File: config.mk
export PLATFORM = sky130hd
export DESIGN_NAME = pc_sequencer
export DESIGN_NICKNAME = d
export VERILOG_FILES = /design/src/rtl/pc_sequencer.sv
export SDC_FILE = /design/constraint.sdc
export NUM_CORES = 1
export LEC_CHECK = 0
export CAP_MARGIN = 40
export CORE_MARGIN = 2
export CORE_UTILIZATION = 40
export CTS_BUF_LIST = sky130_fd_sc_hd__clkbuf_2
export DETAILED_ROUTE_END_ITERATION = 6
export GPL_TIMING_DRIVEN = 0
export HOLD_SLACK_MARGIN = 0.08
export PLACE_DENSITY = 0.74
export SETUP_SLACK_MARGIN = 0.2
export SLEW_MARGIN = 0
export SYNTH_ARGS = -nofsm -noshare
export SYNTH_HDL_FRONTEND = slang
export SYNTH_SLANG_ARGS = --single-unit
File: constraint.sdc
create_clock -name CLK -period 3.97 [get_ports CLK]
set_input_delay 0.794 -clock CLK [delete_from_list [all_inputs] [get_ports CLK]]
set_output_delay 0.794 -clock CLK [all_outputs]
set_load 0.02 [all_outputs]
File: src/rtl/pc_sequencer.sv
`default_nettype none
// ============================================================================
//  Module      : pc_sequencer
//  Description : Program-counter sequencing control. Selects the PC source
//                (NEXT / BRANCH / JUMP / JR), supplies the redirect operands,
//                buffers one redirect until the PC can advance, stalls fetch
//                on instruction/data memory waits and after halt, and counts
//                stall cycles with a saturating counter.
//  Ports       : CLK, nRST        clock, async active-low reset
//                ihit, dmem_req,  cache handshake inputs
//                dhit, halt
//                br_req/br_imm,   redirect requests and operands
//                j_req/j_addr,
//                jr_req/jr_tgt
//                pc_wait, PCSrc,  PC control outputs
//                load_imm, load_addr, jr_addr
//                flush, halted,   pipeline status outputs
//                stall_cnt
//  Revision    : 1.0  initial release
// ============================================================================
module pc_sequencer #(
    parameter int CNT_W = 16
) (
    input  logic             CLK,
    input  logic             nRST,
    input  logic             ihit,
    input  logic             dmem_req,
    input  logic             dhit,
    input  logic             halt,
    input  logic             br_req,
    input  logic [15:0]      br_imm,
    input  logic             j_req,
    input  logic [25:0]      j_addr,
    input  logic             jr_req,
    input  logic [31:0]      jr_tgt,
    output logic             pc_wait,
    output logic [1:0]       PCSrc,
    output logic [15:0]      load_imm,
    output logic [25:0]      load_addr,
    output logic [31:0]      jr_addr,
    output logic             flush,
    output logic             halted,
    output logic [CNT_W-1:0] stall_cnt
);

    typedef enum logic [1:0] {
        ST_RUN    = 2'd0,
        ST_REDIR  = 2'd1,
        ST_HALTED = 2'd2
    } state_t;

    localparam logic [1:0] c_SRC_NEXT   = 2'd0;
    localparam logic [1:0] c_SRC_BRANCH = 2'd1;
    localparam logic [1:0] c_SRC_JUMP   = 2'd2;
    localparam logic [1:0] c_SRC_JR     = 2'd3;

    state_t           r_state;
    state_t           w_state_nxt;
    logic [1:0]       r_pend_sel;
    logic [15:0]      r_load_imm;
    logic [25:0]      r_load_addr;
    logic [31:0]      r_jr_addr;
    logic             r_flush;
    logic [CNT_W-1:0] r_stall_cnt;

    logic             w_halted;
    logic             w_adv;
    logic             w_req;
    logic [1:0]       w_sel;
    logic             w_accept;

    assign w_halted = (r_state == ST_HALTED);
    assign w_adv    = ihit & ~(dmem_req & ~dhit) & ~w_halted & ~halt;
    assign w_req    = jr_req | j_req | br_req;
    assign w_sel    = jr_req ? c_SRC_JR : (j_req ? c_SRC_JUMP : c_SRC_BRANCH);

    // A redirect is accepted only from RUN; a simultaneous halt wins and
    // drops it, so no flush is produced for it.
    assign w_accept = (r_state == ST_RUN) & w_req & ~halt;

    assign pc_wait   = ~w_adv;
    assign halted    = w_halted;
    assign flush     = r_flush;
    assign stall_cnt = r_stall_cnt;

    // Next state and PC source selection. The held operand registers double
    // as the pending-redirect operand storage, so in REDIR (and in NEXT) the
    // operand outputs simply reflect them.
    always_comb begin
        w_state_nxt = r_state;
        PCSrc       = c_SRC_NEXT;
        load_imm    = r_load_imm;
        load_addr   = r_load_addr;
        jr_addr     = r_jr_addr;
        case (r_state)
            ST_RUN: begin
                if (halt) begin
                    w_state_nxt = ST_HALTED;
                end else if (w_req) begin
                    PCSrc = w_sel;
                    case (w_sel)
                        c_SRC_BRANCH: load_imm  = br_imm;
                        c_SRC_JUMP:   load_addr = j_addr;
                        c_SRC_JR:     jr_addr   = jr_tgt;
                        default:      ;
                    endcase
                    if (!w_adv) begin
                        w_state_nxt = ST_REDIR;
                    end
                end
            end
            ST_REDIR: begin
                PCSrc = r_pend_sel;
                if (halt) begin
                    w_state_nxt = ST_HALTED;
                end else if (w_adv) begin
                    w_state_nxt = ST_RUN;
                end
            end
            ST_HALTED: begin
                w_state_nxt = ST_HALTED;
            end
            default: begin
                w_state_nxt = ST_RUN;
            end
        endcase
    end

    always_ff @(posedge CLK or negedge nRST) begin
        if (!nRST) begin
            r_state <= ST_RUN;
        end else begin
            r_state <= w_state_nxt;
        end
    end

    // Pending selector, held operands and flush pulse.
    always_ff @(posedge CLK or negedge nRST) begin
        if (!nRST) begin
            r_pend_sel  <= c_SRC_NEXT;
            r_load_imm  <= 16'd0;
            r_load_addr <= 26'd0;
            r_jr_addr   <= 32'd0;
            r_flush     <= 1'b0;
        end else begin
            r_flush <= w_accept;
            if (w_accept) begin
                case (w_sel)
                    c_SRC_BRANCH: r_load_imm  <= br_imm;
                    c_SRC_JUMP:   r_load_addr <= j_addr;
                    c_SRC_JR:     r_jr_addr   <= jr_tgt;
                    default:      ;
                endcase
            end
            if (w_accept && !w_adv) begin
                r_pend_sel <= w_sel;
            end else if (w_state_nxt != ST_REDIR) begin
                r_pend_sel <= c_SRC_NEXT;
            end
        end
    end

    // Saturating stall counter; frozen once halted.
    always_ff @(posedge CLK or negedge nRST) begin
        if (!nRST) begin
            r_stall_cnt <= '0;
        end else if (pc_wait && !w_halted && (r_stall_cnt != {CNT_W{1'b1}})) begin
            r_stall_cnt <= r_stall_cnt + {{(CNT_W-1){1'b0}}, 1'b1};
        end
    end

endmodule
`default_nettype wire
; Word-level counts from Yosys, hierarchy flattened
; Index checks and enable logic that the tools add are counted.
[op_classes]
n_addsub = 1
n_eq_ne = 7
n_mux = 25
bitwise = 13
reduce_logical = 7
[op_table]
columns = op, count
row1 = $mux W32, 4
row2 = $mux W26, 4
row3 = $mux W16, 4
row4 = $mux W2, 11
row5 = $add A16 B1 Y16 const B, 1
row6 = $ne A16 B16 Y1 const B, 1
row7 = $and A1 B1 Y1, 6
row8 = $eq A2 B2 Y1 const B, 3
row9 = $pmux W2 S3, 1
row10 = $not A1 Y1, 5
row11 = $eq A2 B1 Y1 const B, 2
row12 = $pmux W2 S2, 1
row13 = $logic_and A1 B1 Y1, 3
row14 = $logic_not A1 Y1, 2
row15 = $logic_not A2 Y1, 1
row16 = $ne A2 B1 Y1 const B, 1
row17 = $or A1 B1 Y1, 2
row18 = $reduce_bool A2 Y1, 1
[totals]
reg_bits = 95
output_inout_bits = 95
wordCells = 60

; Depth between registers and ports, before layout
; Gate-level depths: netlist of the first run.
[logic_depth]
word_depth = 13
depth_mapped = 7

; Worst setup path before layout of the first run
; Ideal clock, no wire load.
[synth_path]
path_kind = input to output
startpoint = input halt
endpoint = output load_addr[15]
t_arrival_ns = 2.028
t_required_ns = 3.176
slack_ns = 1.148
path_stages = 5
path_buffers = 2
cell_sequence = nor3_2 > nand3b_1 > buf_2 > clkbuf_1 > o21ai_0
[synth_via]
elab_chain_cells = 2
[synth_lines]
columns = element, line
row1 = from (decl), 29  ; input logic halt,
row2 = $mux W26, 97  ; if (halt) begin
row3 = $mux W26, 95  ; case (r_state)
row4 = to (decl), 39  ; output logic [25:0] load_addr,
; Every way passes these cells.

; Final worst setup path of the first run
[layout_path]
startpoint = input halt
endpoint = output load_addr[4]
; The elaborated chain is that of the path after synthesis.

==> results of run 1 <==
what timing repair did:
item	4_1_cts	5_1_grt
resized for setup	49	15
endpoints found under the setup margin	68	37
pin swaps	0	1
hold buffers	0	0
registers in the layout, indices dropped and copies added, names as in the netlist:
signal and count:
r_load_imm 16, r_state 2, flush 1, stall_cnt 16
r_pend_sel 2, r_jr_addr 32, r_load_addr 26
power by group through the flow:
stage          registers [mW]  clock network [mW]  logic (mW)
4_1_cts                  1.17               0.467       0.750
2_1_floorplan            1.18                   0       0.387
3_5_place_dp             1.19                   0       0.812
3_3_place_gp             1.18                   0       0.798
5_1_grt                  1.19               0.502       0.795
6_report                 1.17               0.445       0.737
final cells by class:
class                      instances  share of cell area, %
buffer                            21                   1.76
clock buffer                      10                  0.750
clock inverter                     6                  0.769
inverter                           7                  0.394
multi-input combinational        281                   31.6
sequential                        95                   35.6
tap                              143                   2.68
timing repair buffer             178                   26.4
cells by family (layout without fill, tap and decap cells):
logic type      after synthesis  in the layout  share of synthesized area (%)
mux                          99             99                           24.2
compound gates               63             63                           7.06
buf+inv                      28            222                           3.04
flops                        95             95                           51.6
simple gates                105            105                           11.3
xor+xnor                     13             13                           2.47
fa+ha+maj                     1              1                          0.271
layout by cell type (no fill, tap or decap), types with 2 or more instances in the layout:
master           synthesis  routed
a21oi_1                  6       6
and2_1                   3       3
buf_2                   10       9
buf_4                    6       7
clkbuf_1                 5       4
clkbuf_2                 0      11
clkdlybuf4s15_1          0       2
clkdlybuf4s50_1          0     120
clkinv_1                 0       3
clkinv_2                 0       2
dfrtp_1                 95      95
dlygate4sd2_1            0      45
dlymetal6s2s_1           0       9
inv_1                    7       7
mux2_2                  96      96
mux2i_1                  2       2
nand2_1                 32      32
nand2b_1                 2       2
nand3_1                  4       3
nand3_2                  1       2
nand4_1                  2       2
nor2_1                  32      32
nor2b_1                  2       2
nor3_1                   7       7
nor3_4                   0       2
nor3b_1                  2       2
nor4_1                   5       5
o211ai_1                 2       2
o21ai_0                 52      52
or3_1                    3       3
xor2_1                  12      12
per-layer routing:
layer,GRT usage [%],vias up
met5,0,-
met4,4.94,0
met3,4.03,7
met2,32.2,102
met1,23.0,1788
li1,-,1787
through the flow:
| stage | hold slack [ps] | util (%) | std cells | worst slack (ps) | area [sq um] |
|---|---|---|---|---|---|
| after floorplan | 439 | - | 404 | 1150 | 4610 |
| after global placement | 452 | 57.9 | 724 | -1380 | 6560 |
| after detailed placement | 463 | 58.2 | 725 | -17.3 | 6580 |
| after CTS | 132 | 58.6 | 741 | 201 | 6640 |
| after global routing | 131 | 58.9 | 741 | 201 | 6670 |
| final | 190 | 58.9 | 741 | 321 | 6670 |
worst max path at each step:
| stage | from | endpoint | slack (ps) | depth (start not counted) |
|---|---|---|---|---|
| 2_1_floorplan | halt | load_addr[15] | 1150 | 5 |
| 3_3_place_gp | nRST | stall_cnt[6] | -1380 | 1 |
| 5_1_grt | halt | load_addr[24] | 200 | 7 |
| 6_report | halt | load_addr[4] | 320 | 6 |
| 3_5_place_dp | halt | load_addr[18] | -20 | 7 |
| 4_1_cts | halt | load_addr[8] | 200 | 8 |
==> qor.csv, run 1 <==
stage,metric,value,unit
routing,initialDrtViolationCount,131,
synthesis,synth.avg_cell_area,11.4,sq um
pwr,share_clk_of_total_power,18.9,%
floorplan,floorplan.die_area,12400,sq um
routing,routed_wire_length_per_instance,15.0,um
floorplan,die_y,111,um
worst_setup_path,reg2reg_to,r_jr_addr[7],
global_routing,grt_max_degree,60,
synthesis,ys.flop_type,dfrtp_1,
synthesis,yosysSeqAreaShare,51.6,%
routing,highest-signal-layer,met4,
worst_setup_path,path_cells,"clkdlybuf4s50_1, nor3_4, nand3b_1, clkbuf_2, o21ai_0, clkdlybuf4s50_1",
synthesis,mappedNetlistArea,4610,sq um
synthesis,yosys.cell_types.count,38,
routing,drt_drc_violations_left,0,
routing,detailedRoute.firstPassIterationCount,4,
worst_setup_path,cp.required,3180,ps
routing,detailroute.wirelength.met2,5620,um
pwr,pwr-share-comb,31.4,%
synthesis,synth_top_area_share,51.6,%
cells_and_area,register_area,2380,sq um
floorplan,core_area,11300,sq um
cells_and_area,final_layout_size_suffix_gt1_share,22.9,%
pwr,total_power,2.35,mW
sta,final.setup.tns,0,ps
flow_run,drv.max_cap_violation_count,0,
clock_network,htree_num_levels,3,
placed_design,finalWeightedCongestion,0.790,
clock_network,cts_setup_buffers,0,
floorplan,rows,39,
sta,timing.fmax,274,MHz
routing,dr_total_vias,3684,
worst_setup_path,cp_data_arrival_time,2850,ps
sta,finalCriticalPeriod,3650,ps
routing,wl_met3,505,um
worst_setup_path,crit_path_start_kind,input port,
cells_and_area,area_growth_syn_to_layout,44.8,%
pwr,power.internal,1.62,mW
synthesis,synth_async_sr_flop_share,100,%
pwr,vdd.ir_drop.worst,198,uV
worst_setup_path,highest_fanout_seen_on_the_critical_path,10,
cells_and_area,nNetsFinal,677,
clock_network,ctsRootBufferMaster,clkbuf_2,
synthesis,postSynthRegisterBits,95,
global_routing,initial_antenna_violation_count,0,
global_routing,global_route_wire_length_before_repair,18600,um
pwr,power_density,352,nW/um^2
synthesis,synthesis.instances,404,
routing,postRouteWirelength,11100,um
synthesis,yosys_warnings,0,
cells_and_area,multi_input_logic_area,2110,sq um
global_routing,global_route.overflow_total,0,
sta,max_slew_margin,53.2,%
worst_setup_path,critical-path-top-delay-family,buffers and inverters,
synthesis,synth-edff-count,0,
sta,final.period_utilization,91.9,%
sta,worstMarginPinSlew,696,ps
clock_network,cts.clk_slew.worst_paths,240,ps
worst_setup_path,worstPathBufferInverterCount,3,
synthesis,syn-num-nets,488,
cells_and_area,fill_cell_count,1000,
synthesis,yosys.cell_count.top_type,mux2_2,
worst_setup_path,rr_worst_depth,6,
sta,finalSetupViolations,0,
sta,hold_violations,0,
sta,setup_repair_after_global_routing_missed_its_margin,no,
clock_network,clock_sink_count,95,
synthesis,synth.top_cells.by_area,"dfrtp_1 (52%), mux2_2 (23%), o21ai_0 (5.6%)",
floorplan,ioPinCount,178,
cells_and_area,insertedDiodeCount,0,
pwr,power.share.sequential,49.7,%
global_routing,grt.total_usage,18.3,%
clock_network,clk_latency,530,ps
synthesis,post-synth-top-area-cell,dfrtp_1,
placed_design,portBuffers,177,
worst_setup_path,cp_max_delay_cell,clkdlybuf4s50_1,
pwr,power.net_switching,733,uW
pwr,leakagePower,3.29,nW
worst_setup_path,critical_path_max_stage_delay,650,ps
pwr,switching_fraction,31.2,%
routing,post_drt_via_cell_ratio,4.97,
worst_setup_path,rrSetupSlack,2120,ps
sta,finalClockSkew,23.3,ps
worst_setup_path,reg2reg_from,r_state[0],
worst_setup_path,critical_path_class,in -> out,
floorplan,initial_utilization,40.7,%
worst_setup_path,crit_path_frequent_cell,clkdlybuf4s50_1,
sta,slew_violations,0,
placed_design,post-dp-hpwl,8470,um
clock_network,cts.path.max_buffers,2,
worst_setup_path,cp-end-kind,output port,
hold_path,min-delay-path-class,in -> async,
global_routing,vias_in_the_first_global_route,3902,
synthesis,synth.top_cells.by_count,"mux2_2 (96), dfrtp_1 (95), o21ai_0 (52)",
routing,drtAntennaViolNets,0,
clock_network,cts_inserted_buffers,9,
clock_network,tritoncts,built,
floorplan,chipWidth,111,um
outcome,run_status,"finished, final reports clean",
routing,routedLengthMet1,4930,um
No activity file was read; power rests on OpenSTA's default activity.
==> run 2, diff against run 1 <==
--- a/config.mk
+++ b/config.mk
@@ -12,9 +12,10 @@
 export DETAILED_ROUTE_END_ITERATION = 6
 export GPL_TIMING_DRIVEN = 0
 export HOLD_SLACK_MARGIN = 0.08
-export PLACE_DENSITY = 0.74
+export PLACE_DENSITY = 0.85
 export SETUP_SLACK_MARGIN = 0.2
-export SLEW_MARGIN = 0
+export SLEW_MARGIN = 40
 export SYNTH_ARGS = -nofsm -noshare
 export SYNTH_HDL_FRONTEND = slang
 export SYNTH_SLANG_ARGS = --single-unit
+export TNS_END_PERCENT = 5
==> qor.csv, run 2 (same netlist as run 1, synthesis figures left out) <==
stage,metric,value,unit
worst_setup_path,cp_max_delay_cell,clkdlybuf4s50_1,
worst_setup_path,path_cells,"clkdlybuf4s50_1, nor3_4, and2_1, buf_4, buf_4, mux2_2, clkdlybuf4s50_1",
global_routing,global_route.overflow_total,0,
routing,drt_drc_violations_left,0,
sta,max_slew_margin,53.3,%
routing,routedLengthMet1,4840,um
cells_and_area,largestRegisters,"r_jr_addr x32, r_load_addr x26",
sta,final.setup.tns,0,ps
cells_and_area,nNetsFinal,678,
hold_path,min-delay-path-class,in -> async,
routing,postRouteWirelength,11300,um
pwr,leakagePower,3.04,nW
sta,hold_violations,0,
cells_and_area,area_growth_syn_to_layout,45.6,%
cells_and_area,final_layout_size_suffix_gt1_share,22.7,%
sta,slew_violations,0,
cells_and_area,fin_cells,742,
floorplan,die_y,111,um
clock_network,cts_inserted_buffers,9,
routing,detailedRoute.firstPassIterationCount,4,
routing,routed_wire_length_per_instance,15.2,um
clock_network,clock_sink_count,95,
pwr,vdd.ir_drop.worst,193,uV
sta,worstMarginPinSlew,694,ps
floorplan,rows,39,
worst_setup_path,rrSetupSlack,2060,ps
sta,finalCriticalPeriod,3840,ps
clock_network,tritoncts,built,
floorplan,ioPinCount,178,
worst_setup_path,cp_data_arrival_time,3050,ps
pwr,total_power,2.42,mW
clock_network,clk_latency,520,ps
sta,setup_repair_after_global_routing_missed_its_margin,yes,
worst_setup_path,crit_path_start_kind,input port,
routing,highest-signal-layer,met4,
routing,post_drt_via_cell_ratio,5.10,
sta,finalSetupViolations,0,
outcome,run_status,"finished, final reports clean",
worst_setup_path,worst_setup_path_endpoint,jr_addr[10],
floorplan,initial_utilization,40.7,%
clock_network,htree_num_levels,3,
worst_setup_path,rr_worst_depth,6,
worst_setup_path,critical_path_class,in -> out,
cells_and_area,max_ffs_per_register,32,
cells_and_area,insertedDiodeCount,0,
worst_setup_path,timing.critical_path.from,halt,
global_routing,initial_antenna_violation_count,0,
routing,detailroute.wirelength.met2,5660,um
cells_and_area,fill_cell_count,958,
flow_run,drv.max_cap_violation_count,0,
clock_network,cts.clk_slew.worst_paths,230,ps
cells_and_area,layout_commonest_cell,clkdlybuf4s50_1,
global_routing,grt_max_degree,56,
placed_design,portBuffers,177,
global_routing,global_route_wire_length_before_repair,18600,um
cells_and_area,final_core_util,59.3,%
global_routing,grt.total_usage,18.2,%
routing,dr_total_vias,3782,
sta,final.period_utilization,96.8,%
cells_and_area,largest_register,r_jr_addr,
cells_and_area,multi_input_logic_area,2100,sq um
floorplan,chipWidth,111,um
routing,wl_met3,601,um
cells_and_area,most-common-layout-cells,"clkdlybuf4s50_1 (171), mux2_2 (96), dfrtp_1 (95)",
pwr,power_density,361,nW/um^2
worst_setup_path,cp-end-kind,output port,
worst_setup_path,reg2reg_to,r_jr_addr[5],
worst_setup_path,cp.required,3180,ps
worst_setup_path,critical_path_max_stage_delay,550,ps
worst_setup_path,highest_fanout_seen_on_the_critical_path,10,
clock_network,cts.path.max_buffers,2,
floorplan,core_area,11300,sq um
global_routing,vias_in_the_first_global_route,3906,
placed_design,placed_cells,725,
sta,finalClockSkew,27.1,ps
routing,drtAntennaViolNets,0,
clock_network,ctsRootBufferMaster,clkbuf_2,
floorplan,floorplan.die_area,12400,sq um
placed_design,post-dp-hpwl,8620,um
placed_design,finalWeightedCongestion,0.813,
cells_and_area,register_area,2380,sq um
sta,timing.fmax,260,MHz
worst_setup_path,reg2reg_from,r_state[0],
routing,initialDrtViolationCount,121,
[run 2: changes by cell type in the layout (fill, tap and decap cells not counted), sizes merged]
cell	change
dlymetal6s2s	-7
clkbuf	-1
buf	+2
clkdlybuf4s50	+51
clkdlybuf4s15	-2
dlygate4sd2	-42
[run 2: stage by stage]
step	instance area [sq um]	hold WS [ps]	setup slack (ps)
2_1_floorplan	4610	439	1150
3_3_place_gp	6560	454	-1300
3_5_place_dp	6590	461	32.8
4_1_cts	6690	91.7	115
5_1_grt	6710	90.8	6.85
6_report	6710	139	127
[run 2: area by class of cell]
type | count | area share, %
repair buffers | 179 | 27.0
clock buffers | 10 | 0.746
plain buffers | 21 | 1.70
flip-flops and latches | 95 | 35.4
well taps | 143 | 2.67
inverters | 7 | 0.392
clock inverters | 6 | 0.764
multi-input cells | 281 | 31.3
[run 2: worst min-delay path by stage]
| stage | startpoint | to | slack [ps] |
|---|---|---|---|
| floorplan | r_load_addr[0] | r_load_addr[0] | 440 |
| global placement | r_load_addr[0] | r_load_addr[0] | 450 |
| detailed placement | r_load_addr[15] | r_load_addr[15] | 460 |
| CTS | nRST | r_jr_addr[21] | 90 |
| global route | nRST | r_jr_addr[16] | 90 |
| finish | nRST | r_jr_addr[15] | 140 |
[run 2: worst max-delay path: cells and delay by family]
family | cells | cell delay (ps)
buffers and inverters | 4 | 1480
multiplexers | 1 | 350
AND/OR/NAND/NOR | 2 | 420
[run 2: where the power goes]
part / internal, mW / total, mW / switching, mW
clock network: 0.140 / 0.444 / 0.304
registers: 1.10 / 1.17 / 0.0716
logic: 0.441 / 0.808 / 0.367
[run 2: timing repair]
action / 4_1_cts / 5_1_grt
setup endpoints to repair: 66 / 68
pin swaps: 1 / 0
gates cloned: 0 / 0
gates resized for setup: 3 / 4
hold buffers: 0 / 0
setup buffers: 1 / 0
[run 2: metal layers]
layer  vias up  GRT usage (%)
met4         0           5.19
met1      1862           22.9
li1       1788              -
met3        13           4.30
met5         -              0
met2       119           31.4
==> run 3, diff against run 2 <==
--- a/config.mk
+++ b/config.mk
@@ -9,11 +9,13 @@
 export CORE_MARGIN = 2
 export CORE_UTILIZATION = 40
 export CTS_BUF_LIST = sky130_fd_sc_hd__clkbuf_2
+export CTS_CLUSTER_DIAMETER = 60
 export DETAILED_ROUTE_END_ITERATION = 6
 export GPL_TIMING_DRIVEN = 0
 export HOLD_SLACK_MARGIN = 0.08
 export PLACE_DENSITY = 0.85
 export SETUP_SLACK_MARGIN = 0.2
+export SKIP_CTS_REPAIR_TIMING = 1
 export SLEW_MARGIN = 40
 export SYNTH_ARGS = -nofsm -noshare
 export SYNTH_HDL_FRONTEND = slang
==> qor.csv, run 3 (same netlist as run 1, synthesis figures left out) <==
stage,metric,value,unit
sta,finalHoldWorstSlack,137,ps
sta,max_slew_margin,53.3,%
cells_and_area,largestRegisters,"r_jr_addr x32, r_load_addr x26",
global_routing,global_route_wire_length_before_repair,18600,um
worst_setup_path,worstPathBufferInverterCount,3,
clock_network,htree_num_levels,3,
floorplan,rows,39,
global_routing,grt_max_degree,56,
sta,postLayoutSetupSlackWorst,292,ps
global_routing,grt.total_usage,18.1,%
cells_and_area,largest_register,r_jr_addr,
worst_setup_path,cp_data_arrival_time,2880,ps
cells_and_area,insertedDiodeCount,0,
routing,initialDrtViolationCount,143,
placed_design,finalWeightedCongestion,0.813,
global_routing,initial_antenna_violation_count,0,
floorplan,die_y,111,um
placed_design,post-dp-hpwl,8620,um
sta,timing.fmax,272,MHz
cells_and_area,most-common-layout-cells,"clkdlybuf4s50_1 (121), mux2_2 (96), dfrtp_1 (95)",
routing,detailedRoute.firstPassIterationCount,4,
cells_and_area,stdcell_area,6850,sq um
pwr,vdd.ir_drop.worst,192,uV
worst_setup_path,cp-end-kind,output port,
sta,hold_violations,0,
worst_setup_path,critical_path_class,in -> out,
clock_network,cts.clk_slew.worst_paths,240,ps
floorplan,core_area,11300,sq um
placed_design,preCtsSetupSlack,32.8,ps
floorplan,initial_utilization,40.7,%
worst_setup_path,cp.required,3180,ps
placed_design,portBuffers,177,
floorplan,chipWidth,111,um
pwr,leakagePower,3.80,nW
sta,finalSetupViolations,0,
cells_and_area,nNetsFinal,677,
routing,drt_drc_violations_left,0,
clock_network,cts_inserted_buffers,9,
sta,final.period_utilization,92.6,%
cells_and_area,final_core_util,60.5,%
global_routing,vias_in_the_first_global_route,3910,
sta,setup_repair_after_global_routing_missed_its_margin,no,
routing,drtAntennaViolNets,0,
clock_network,cts.path.max_buffers,2,
clock_network,tritoncts,built,
outcome,run_status,"finished, final reports clean",
cells_and_area,final_layout_size_suffix_gt1_share,22.9,%
worst_setup_path,highest_fanout_seen_on_the_critical_path,10,
hold_path,min-delay-path-class,in -> async,
routing,postRouteWirelength,11300,um
clock_network,ctsRootBufferMaster,clkbuf_2,
worst_setup_path,crit_path_start_kind,input port,
global_routing,global_route.overflow_total,0,
worst_setup_path,path_cells,"clkdlybuf4s50_1, nor3_4, nand3_2, buf_2, mux2_2, clkdlybuf4s50_1",
worst_setup_path,cp_max_delay_cell,clkdlybuf4s50_1,
routing,post_drt_via_cell_ratio,5.12,
placed_design,detailed_place.area,6590,sq um
cells_and_area,layout_commonest_cell,clkdlybuf4s50_1,
flow_run,drv.max_cap_violation_count,0,
routing,dr_total_vias,3794,
clock_network,clock_sink_count,95,
floorplan,ioPinCount,178,
worst_setup_path,critical_path_max_stage_delay,630,ps
cells_and_area,max_ffs_per_register,32,
pwr,power_density,351,nW/um^2
sta,finalCriticalPeriod,3680,ps
sta,slew_violations,0,
sta,worstMarginPinSlew,694,ps
routing,routed_wire_length_per_instance,15.3,um
cells_and_area,area_growth_syn_to_layout,48.6,%
floorplan,floorplan.die_area,12400,sq um
worst_setup_path,crit_path_frequent_cell,clkdlybuf4s50_1,
worst_setup_path,critical-path-top-delay-family,buffers and inverters,
clock_network,clk_latency,520,ps
sta,finalClockSkew,24.8,ps
-- run 3: cell types whose count changed in the layout (fill, tap and decap cells not counted) --
cell and delta:
buf_2 -1, dlymetal6s2s_1 +53, clkdlybuf4s50_1 -50, clkbuf_2 +1
dlygate4sd2_1 -3, nand3_2 +1, clkbuf_1 -1, clkbuf_4 +1
nand3_1 -1, buf_4 -1
-- run 3: path summary, 6_finish.rpt --
path	startpoint	end	slack [ps]	depth (start not counted)
worst max-delay path	halt	load_imm[0]	290	6
worst min-delay path	nRST	r_jr_addr[15]	140	1
worst max register to register	r_state[0]	r_jr_addr[5]	2110	6
worst min register to register	r_load_addr[2]	r_load_addr[2]	500	2
max in group asynchronous	nRST	stall_cnt[3]	3230	2
min in group CLK	r_load_addr[2]	r_load_addr[2]	500	2
-- run 3: through the flow --
step	power, mW	setup TNS (ps)	instances
6_report	2.40	0	741
4_1_cts	2.45	0	741
3_3_place_gp	1.97	-122790	724
5_1_grt	2.54	0	741
2_1_floorplan	1.57	0	404
3_5_place_dp	2.00	0	725
-- run 3: final cells by class --
| cell class | instances | area (sq um) |
|---|---|---|
| buffer | 21 | 118 |
| tap | 143 | 179 |
| sequential | 95 | 2380 |
| fill | 929 | 4470 |
| clock inverter | 6 | 51.3 |
| inverter | 7 | 26.3 |
| clock buffer | 10 | 50.0 |
| multi-input combinational | 281 | 2110 |
| timing repair buffer | 178 | 1940 |
-- run 3: layer usage --
layer	up-vias	GRT usage (%)	share of wire [%]
li1	1788	-	-
met1	1869	22.8	43
met2	124	31.4	50
met3	13	4.30	5.6
met4	0	5.19	1.4
met5	-	0	0
-- run 3: report_power, final --
part           switching (mW)  total, mW  internal [mW]
clock                   0.303      0.444          0.140
sequential             0.0718       1.17           1.10
combinational           0.365      0.790          0.425
